## src/rtl/alu_seq_ctrl.sv

```systemverilog
// Registered ALU control sequencer: decodes issued instructions into ALU codes and
// runs variable shifts as repeated single-bit ALU shifts with a ready/valid handshake.
module alu_seq_ctrl #(
  parameter int OPW = 3,
  parameter int SAW = 3
) (
  input  logic           Clk,
  input  logic           Reset_n,
  input  logic           issue_valid,
  output logic           issue_ready,
  input  logic [2:0]     ALUOp,
  input  logic [1:0]     opType,
  input  logic [SAW-1:0] shamt,
  output logic [OPW-1:0] ALUOpFinal,
  output logic           alu_en,
  output logic           feedback_sel,
  output logic           done,
  output logic           illegal
);

  // state | meaning
  // IDLE  | no instruction in flight, outputs parked at NOP
  // EXEC  | executing; rem = cycles left including the current one
  typedef enum logic {IDLE, EXEC} state_t;

  localparam logic [2:0] C_ADD  = 3'b000;
  localparam logic [2:0] C_SUB  = 3'b001;
  localparam logic [2:0] C_SRL1 = 3'b010;
  localparam logic [2:0] C_SLL1 = 3'b011;
  localparam logic [2:0] C_XOR  = 3'b100;
  localparam logic [2:0] C_XORR = 3'b101;
  localparam logic [2:0] C_AND  = 3'b110;
  localparam logic [2:0] C_NOP  = 3'b111;

  state_t         state, state_n;
  logic [SAW-1:0] rem, rem_n;
  logic [OPW-1:0] op_n;
  logic           en_n, fb_n, done_n, ill_n;

  logic [2:0]     dec_code;
  logic [SAW-1:0] dec_cnt;
  logic           dec_en, dec_ill;
  logic           accept;

  always_comb begin
    dec_code = C_NOP;
    dec_cnt  = SAW'(1);
    dec_en   = 1'b1;
    dec_ill  = 1'b0;
    case (ALUOp)
      3'b000: begin
        case (opType)
          2'b00:   dec_code = C_ADD;
          2'b01:   dec_code = C_XOR;
          2'b10:   dec_code = C_XORR;
          default: dec_code = C_AND;
        endcase
      end
      3'b001: dec_code = C_SUB;
      3'b010, 3'b011: begin
        // zero-length shift still takes one cycle so done keeps its meaning
        if (shamt == '0) begin
          dec_code = C_NOP;
          dec_en   = 1'b0;
        end else begin
          dec_code = (ALUOp == 3'b010) ? C_SRL1 : C_SLL1;
          dec_cnt  = shamt;
        end
      end
      3'b100, 3'b101: dec_code = C_ADD;
      3'b110: begin
        dec_code = C_NOP;
        dec_en   = 1'b0;
      end
      default: begin
        case (opType)
          2'b01:   dec_code = C_SUB;
          2'b11: begin
            dec_code = C_NOP;
            dec_en   = 1'b0;
            dec_ill  = 1'b1;
          end
          default: dec_code = C_ADD;
        endcase
      end
    endcase
  end

  assign issue_ready = (state == IDLE) || (rem == SAW'(1));
  assign accept      = issue_valid && issue_ready;

  always_comb begin
    state_n = state;
    rem_n   = rem;
    op_n    = ALUOpFinal;
    en_n    = alu_en;
    fb_n    = feedback_sel;
    done_n  = 1'b0;
    ill_n   = 1'b0;
    if (accept) begin
      state_n = EXEC;
      rem_n   = dec_cnt;
      op_n    = OPW'(dec_code);
      en_n    = dec_en;
      fb_n    = 1'b0;
      done_n  = (dec_cnt == SAW'(1));
      ill_n   = dec_ill;
    end else if (state == EXEC && rem != SAW'(1)) begin
      rem_n  = rem - SAW'(1);
      fb_n   = 1'b1;
      done_n = (rem == SAW'(2));
    end else if (state == EXEC) begin
      state_n = IDLE;
      rem_n   = '0;
      op_n    = OPW'(C_NOP);
      en_n    = 1'b0;
      fb_n    = 1'b0;
    end
  end

  always_ff @(posedge Clk or negedge Reset_n) begin
    if (!Reset_n) begin
      state        <= IDLE;
      rem          <= '0;
      ALUOpFinal   <= OPW'(C_NOP);
      alu_en       <= 1'b0;
      feedback_sel <= 1'b0;
      done         <= 1'b0;
      illegal      <= 1'b0;
    end else begin
      state        <= state_n;
      rem          <= rem_n;
      ALUOpFinal   <= op_n;
      alu_en       <= en_n;
      feedback_sel <= fb_n;
      done         <= done_n;
      illegal      <= ill_n;
    end
  end

endmodule

```

## config.mk

```make
export PLATFORM = sky130hd
export DESIGN_NAME = alu_seq_ctrl
export DESIGN_NICKNAME = d
export VERILOG_FILES = /design/src/rtl/alu_seq_ctrl.sv
export SDC_FILE = /design/constraint.sdc
export NUM_CORES = 1
export LEC_CHECK = 0
export CAP_MARGIN = 20
export CORE_UTILIZATION = 46
export DETAILED_ROUTE_END_ITERATION = 8
export GPL_ROUTABILITY_DRIVEN = 0
export PLACE_DENSITY = 0.77
export SYNTH_ARGS = -nofsm -noshare
export SYNTH_HDL_FRONTEND = slang
export SYNTH_SLANG_ARGS = --single-unit
```

## constraint.sdc

```tcl
create_clock -name Clk -period 2.2 [get_ports Clk]
set_clock_uncertainty 0.15 [all_clocks]
set_input_delay 0.44 -clock Clk [delete_from_list [all_inputs] [get_ports Clk]]
set_output_delay 0.44 -clock Clk [all_outputs]
set_load 0.05 [all_outputs]
```

* Word-level counts from Yosys, hierarchy flattened
Index checks and enable logic that the tools add are counted.
** Word-level totals
- Register bits :: 11
- Latch bits :: 0
- Bits in writable memories :: 0
- Bits in read-only memories :: 0
- Bits of input ports :: 11
- Logic and storage cells :: 64
- Memories kept :: 0
** Operators by class
- Add/sub/neg operators :: 1
- Multiply operators :: 0
- Divide/modulo/power cells :: 0
- Magnitude comparators :: 0
- Equal/unequal tests :: 14
- Shift-type cells :: 0
- Mux-type cells :: 28
- Bitwise logic cells :: 1
- Reductions and logical operators :: 13
** Operators by type and width (number)
- 3-bit 2-to-1 mux :: 9
- 1-bit 2-to-1 mux :: 15
- 3-bit one-hot mux with 5 select lines :: 1
- 3-bit by 1-bit == test with 1-bit output, second input constant :: 3
- 3-bit by 2-bit == test with 1-bit output, second input constant :: 3
- 3-bit == test, second input constant :: 3
- 3-bit one-hot mux with 3 select lines :: 1
- 7-bit OR reduction :: 1
- 3-bit logical NOT :: 2
- 3-bit one-hot mux with 2 select lines :: 1
- 2-bit == test, second input constant :: 2
- 2-bit OR reduction :: 2
- 4-bit OR reduction :: 1
- 3-bit by 1-bit != test with 1-bit output, second input constant :: 1
- 1-bit one-hot mux with 3 select lines :: 1
- 3-bit nonzero test :: 1
- 3-bit by 1-bit subtractor with 3-bit output, second input constant :: 1
- 2-bit by 1-bit == test with 1-bit output, second input constant :: 1
- 1-bit logical AND :: 2
- 2-bit logical NOT :: 1
- 2-bit != test, second input constant :: 1
- 2-bit AND reduction :: 1
- 2-bit nonzero test :: 1
- 1-bit logical OR :: 1
- 1-bit inverter :: 1

* Depth between registers and ports, before layout
- Word-level depth :: 5
- Mapped depth :: 6
- Depth with buffers taken out :: 5

* Worst setup path after synthesis
OpenSTA, ideal clock, no wires.
- Kind :: register to output
- From :: register rem[1]
- To :: output port issue_ready
- Arrival time :: 1.095 ns
- Required time :: 1.610 ns
- Path slack :: 0.515 ns
- Cell stages (with the launch flop) :: 5
- Path through :: dfrtp_1 > inv_1 > ha_1 > nand2b_1 > nand2_1
** On the way
- Word-level cells in the longest chain between the ends :: 2
** RTL lines
- from (decl) :: line 36 : logic [SAW-1:0] rem, rem_n;
- from (signal assigned) :: line 132 : rem <= rem_n;
- 3-bit by 1-bit == test with 1-bit output :: line 89 : assign issue_ready = (state == IDLE) || (rem == SAW'(1));
- 1-bit logical OR :: line 89
- to (decl) :: line 10 : output logic issue_ready,
No other way between the ends.

* Worst setup path after layout
- From :: register alu_en
- To :: output port alu_en
** RTL lines
- from (decl) :: line 15 : output logic alu_en,
- from (signal assigned) :: line 134 : alu_en <= en_n;
No word-level cell between the ends.

==> impl_metrics.yaml <==
outcome:
  outcome: "complete, no violations"
synth:
  ys_ff_latch: 11
  synth_simple_gate_area_share_pct: 19.9
  synthesis.area_um2: 699
  yosysSeqAreaShare_pct: 39.9
  synth_top_family_by_area: "compound AO/OA/AOI/OAI gates"
  synthXorXnorAreaFrac_pct: 0
  synth.area.top_cells: "dfrtp_1 29%, dfstp_2 11%, ha_1 5.4%"
  yosysMostFrequentCell: "dfrtp_1"
  synth_compound_area_share_pct: 29.3
  synth.distinct_cells: 35
  synth_nets: 87
  synth_top_area_cell: "dfrtp_1"
  synth_edf_count: 0
  yosysWarnings: 0
  syn_avg_cell_area_um2: 9.58
  synthCells: 73
  synth.area.mux_share_pct: 0
  synth_adder_area_share_pct: 5.37
  yosys-top-cells-count: "8 x dfrtp_1, 7 x inv_1, 5 x nand2_1"
  ys_async_sr_fraction_pct: 100
  synth_ff_type: "dfrtp_1"
  synth_top_area_share_pct: 28.6
critical_path:
  cp.required_ns: 1.61
  crit_path_end_kind: "output pin"
  slowest_delay_ns: 0.80
  crit_chain: "clkdlybuf4s50_1"
  timing_worst_setup_path_type: "reg -> out"
  worstPathArrival_ns: 1.42
  start_kind: "flop"
  cp_slowest_cell: "clkdlybuf4s50_1"
  critPathMaxFanout: 2
  crit_family: "buffers and inverters"
  worst-path-buf-inv: 1
timing:
  fmax_mhz: 497
  slew_headroom_pct: 66.0
  setup-tns-final_ns: 0
  hold_slack_ns: 0.334
  fin_crit_sh_pct: 91.5
  fin_crit_ns: 2.01
  hold_viol: 0
  setup_viol: 0
  slew_viol_final: 0
  rsz0062_at_grt: "false"
  worst_pin_slew_ns: 0.508
cells_and_area:
  area_delta_synth_final_pct: 31.8
  postLayoutCoreUtil_pct: 68.3
  drive_gt1_share_pct: 16.1
  nNetsFinal: 108
  antennaDiodeCount: 0
route:
  avgViaCountPerCell: 5.92
  wl_per_cell_um: 13.7
  first_pass_iters: 4
  drc: 0
  wl_mm: 1.48
  ant_nets: 0
  drtIter0Drc: 9
  via_count: 639
floorplan:
  io_pins: 19
  die_area_um2: 1680
  num_rows: 13
  core_um2: 1350
  die_h_um: 41.0
  start_util_pct: 51.8
  die_width_um: 41.0
global_routing:
  grt_overflow: 0
  first_global_vias: 543
  grtUsageTotal_pct: 21.4
  antenna_found_initial: 0
  grt_max_degree: 12
  grt_pass1_wl_mm: 2.35
placement:
  place_hpwl_mm: 1.17
  portBuffers: 18
clocking:
  cts-root-buf: "clkbuf_4"
  cts_hold_buf: 0
  cts_setup_buffers: 0
  ctsResizeCount: 0
  path_clk_slew_ns: 0.08
  clk_latency_ns: 0.27
  cts_tree: "yes"
  clockBufferDepth: 2
  h-tree-depth: 1
  clock_sinks: 11
  cts_buffers: 3
power_and_ir_drop:
  power.leakage_nw: 0.397
  power_density_nw_per_um2: 1360
  peakVddDrop_mv: 0.959
  power_w: 0.00125
run:
  drv_cap: 0
hold_path:
  min_path_type: "reg -> reg"
[final timing paths]
kind,cells past startpoint,startpoint,slack (ns),to
worst max-delay path,1,alu_en,0.19,alu_en
worst min-delay path,2,feedback_sel,0.33,feedback_sel
worst max register to register,6,rem[1],0.53,ALUOpFinal[1]
worst min register to register,2,feedback_sel,0.33,feedback_sel
max in group asynchronous,1,Reset_n,1.19,ALUOpFinal[1]
min in group asynchronous,1,Reset_n,0.36,alu_en
[logic make-up (layout without fill, tap and decap cells)]
group,Yosys count,count (layout)
AOI/OAI and AO/OA,24,24
adders and majority gates,3,3
buffers and inverters,10,30
DFF,11,11
and+or+nand+nor,25,25
[cell usage in the layout, fill, tap and decap left out, types with 2 or more instances in the layout]
| cell type | Yosys | final |
|---|---|---|
| ha_1 | 3 | 3 |
| nand3_1 | 3 | 3 |
| nand2b_1 | 3 | 3 |
| nand2_1 | 5 | 5 |
| o32a_1 | 2 | 2 |
| or2_1 | 2 | 2 |
| buf_4 | 0 | 4 |
| dfrtp_1 | 8 | 8 |
| o211ai_1 | 2 | 2 |
| nor2_1 | 4 | 4 |
| nor2b_1 | 3 | 3 |
| o2111ai_1 | 3 | 3 |
| o21ai_1 | 2 | 2 |
| dfstp_2 | 3 | 3 |
| inv_1 | 7 | 7 |
| a21oi_1 | 2 | 2 |
| clkdlybuf4s50_1 | 0 | 14 |
| clkbuf_4 | 0 | 3 |
[through the flow]
stage	std cells	cell area, µm²	setup slack, ns
after floorplan	73	699	0.515
after global placement	104	896	0.214
after detailed placement	104	896	0.212
after CTS	108	922	0.186
after global routing	108	922	0.0879
final	108	922	0.188
[cell type report]
class / count / area [µm²]
Fill cell: 118 / 428
Multi-Input combinational cell: 52 / 382
Sequential cell: 11 / 279
Timing Repair Buffer: 19 / 190
Clock buffer: 4 / 26.3
Inverter: 7 / 26.3
Tap cell: 15 / 18.8
[power breakdown]
part	total [W]	internal (W)	switching (W)	leakage [nW]
Combinational	0.000741	0.000302	0.000439	0.256
Clock	0.000141	0.0000701	0.0000708	0.0150
Sequential	0.000369	0.000306	0.0000628	0.126
Total	0.00125	0.000678	0.000573	0.397
[flip-flops by register name, indices dropped and copies added (netlist names)]
signal and count:
feedback_sel 1, illegal 1, rem 3, done 1
ALUOpFinal 3, state 1, alu_en 1
[layer usage]
layer | GRT usage, % | up-vias | wire [µm]
li1 | - | 315 | -
met1 | 32.6 | 297 | 747
met2 | 29.7 | 23 | 643
met3 | 1.63 | 4 | 59
met4 | 10.0 | 0 | 25
met5 | 0 | - | 0
(Power assumes the default switching activity.)
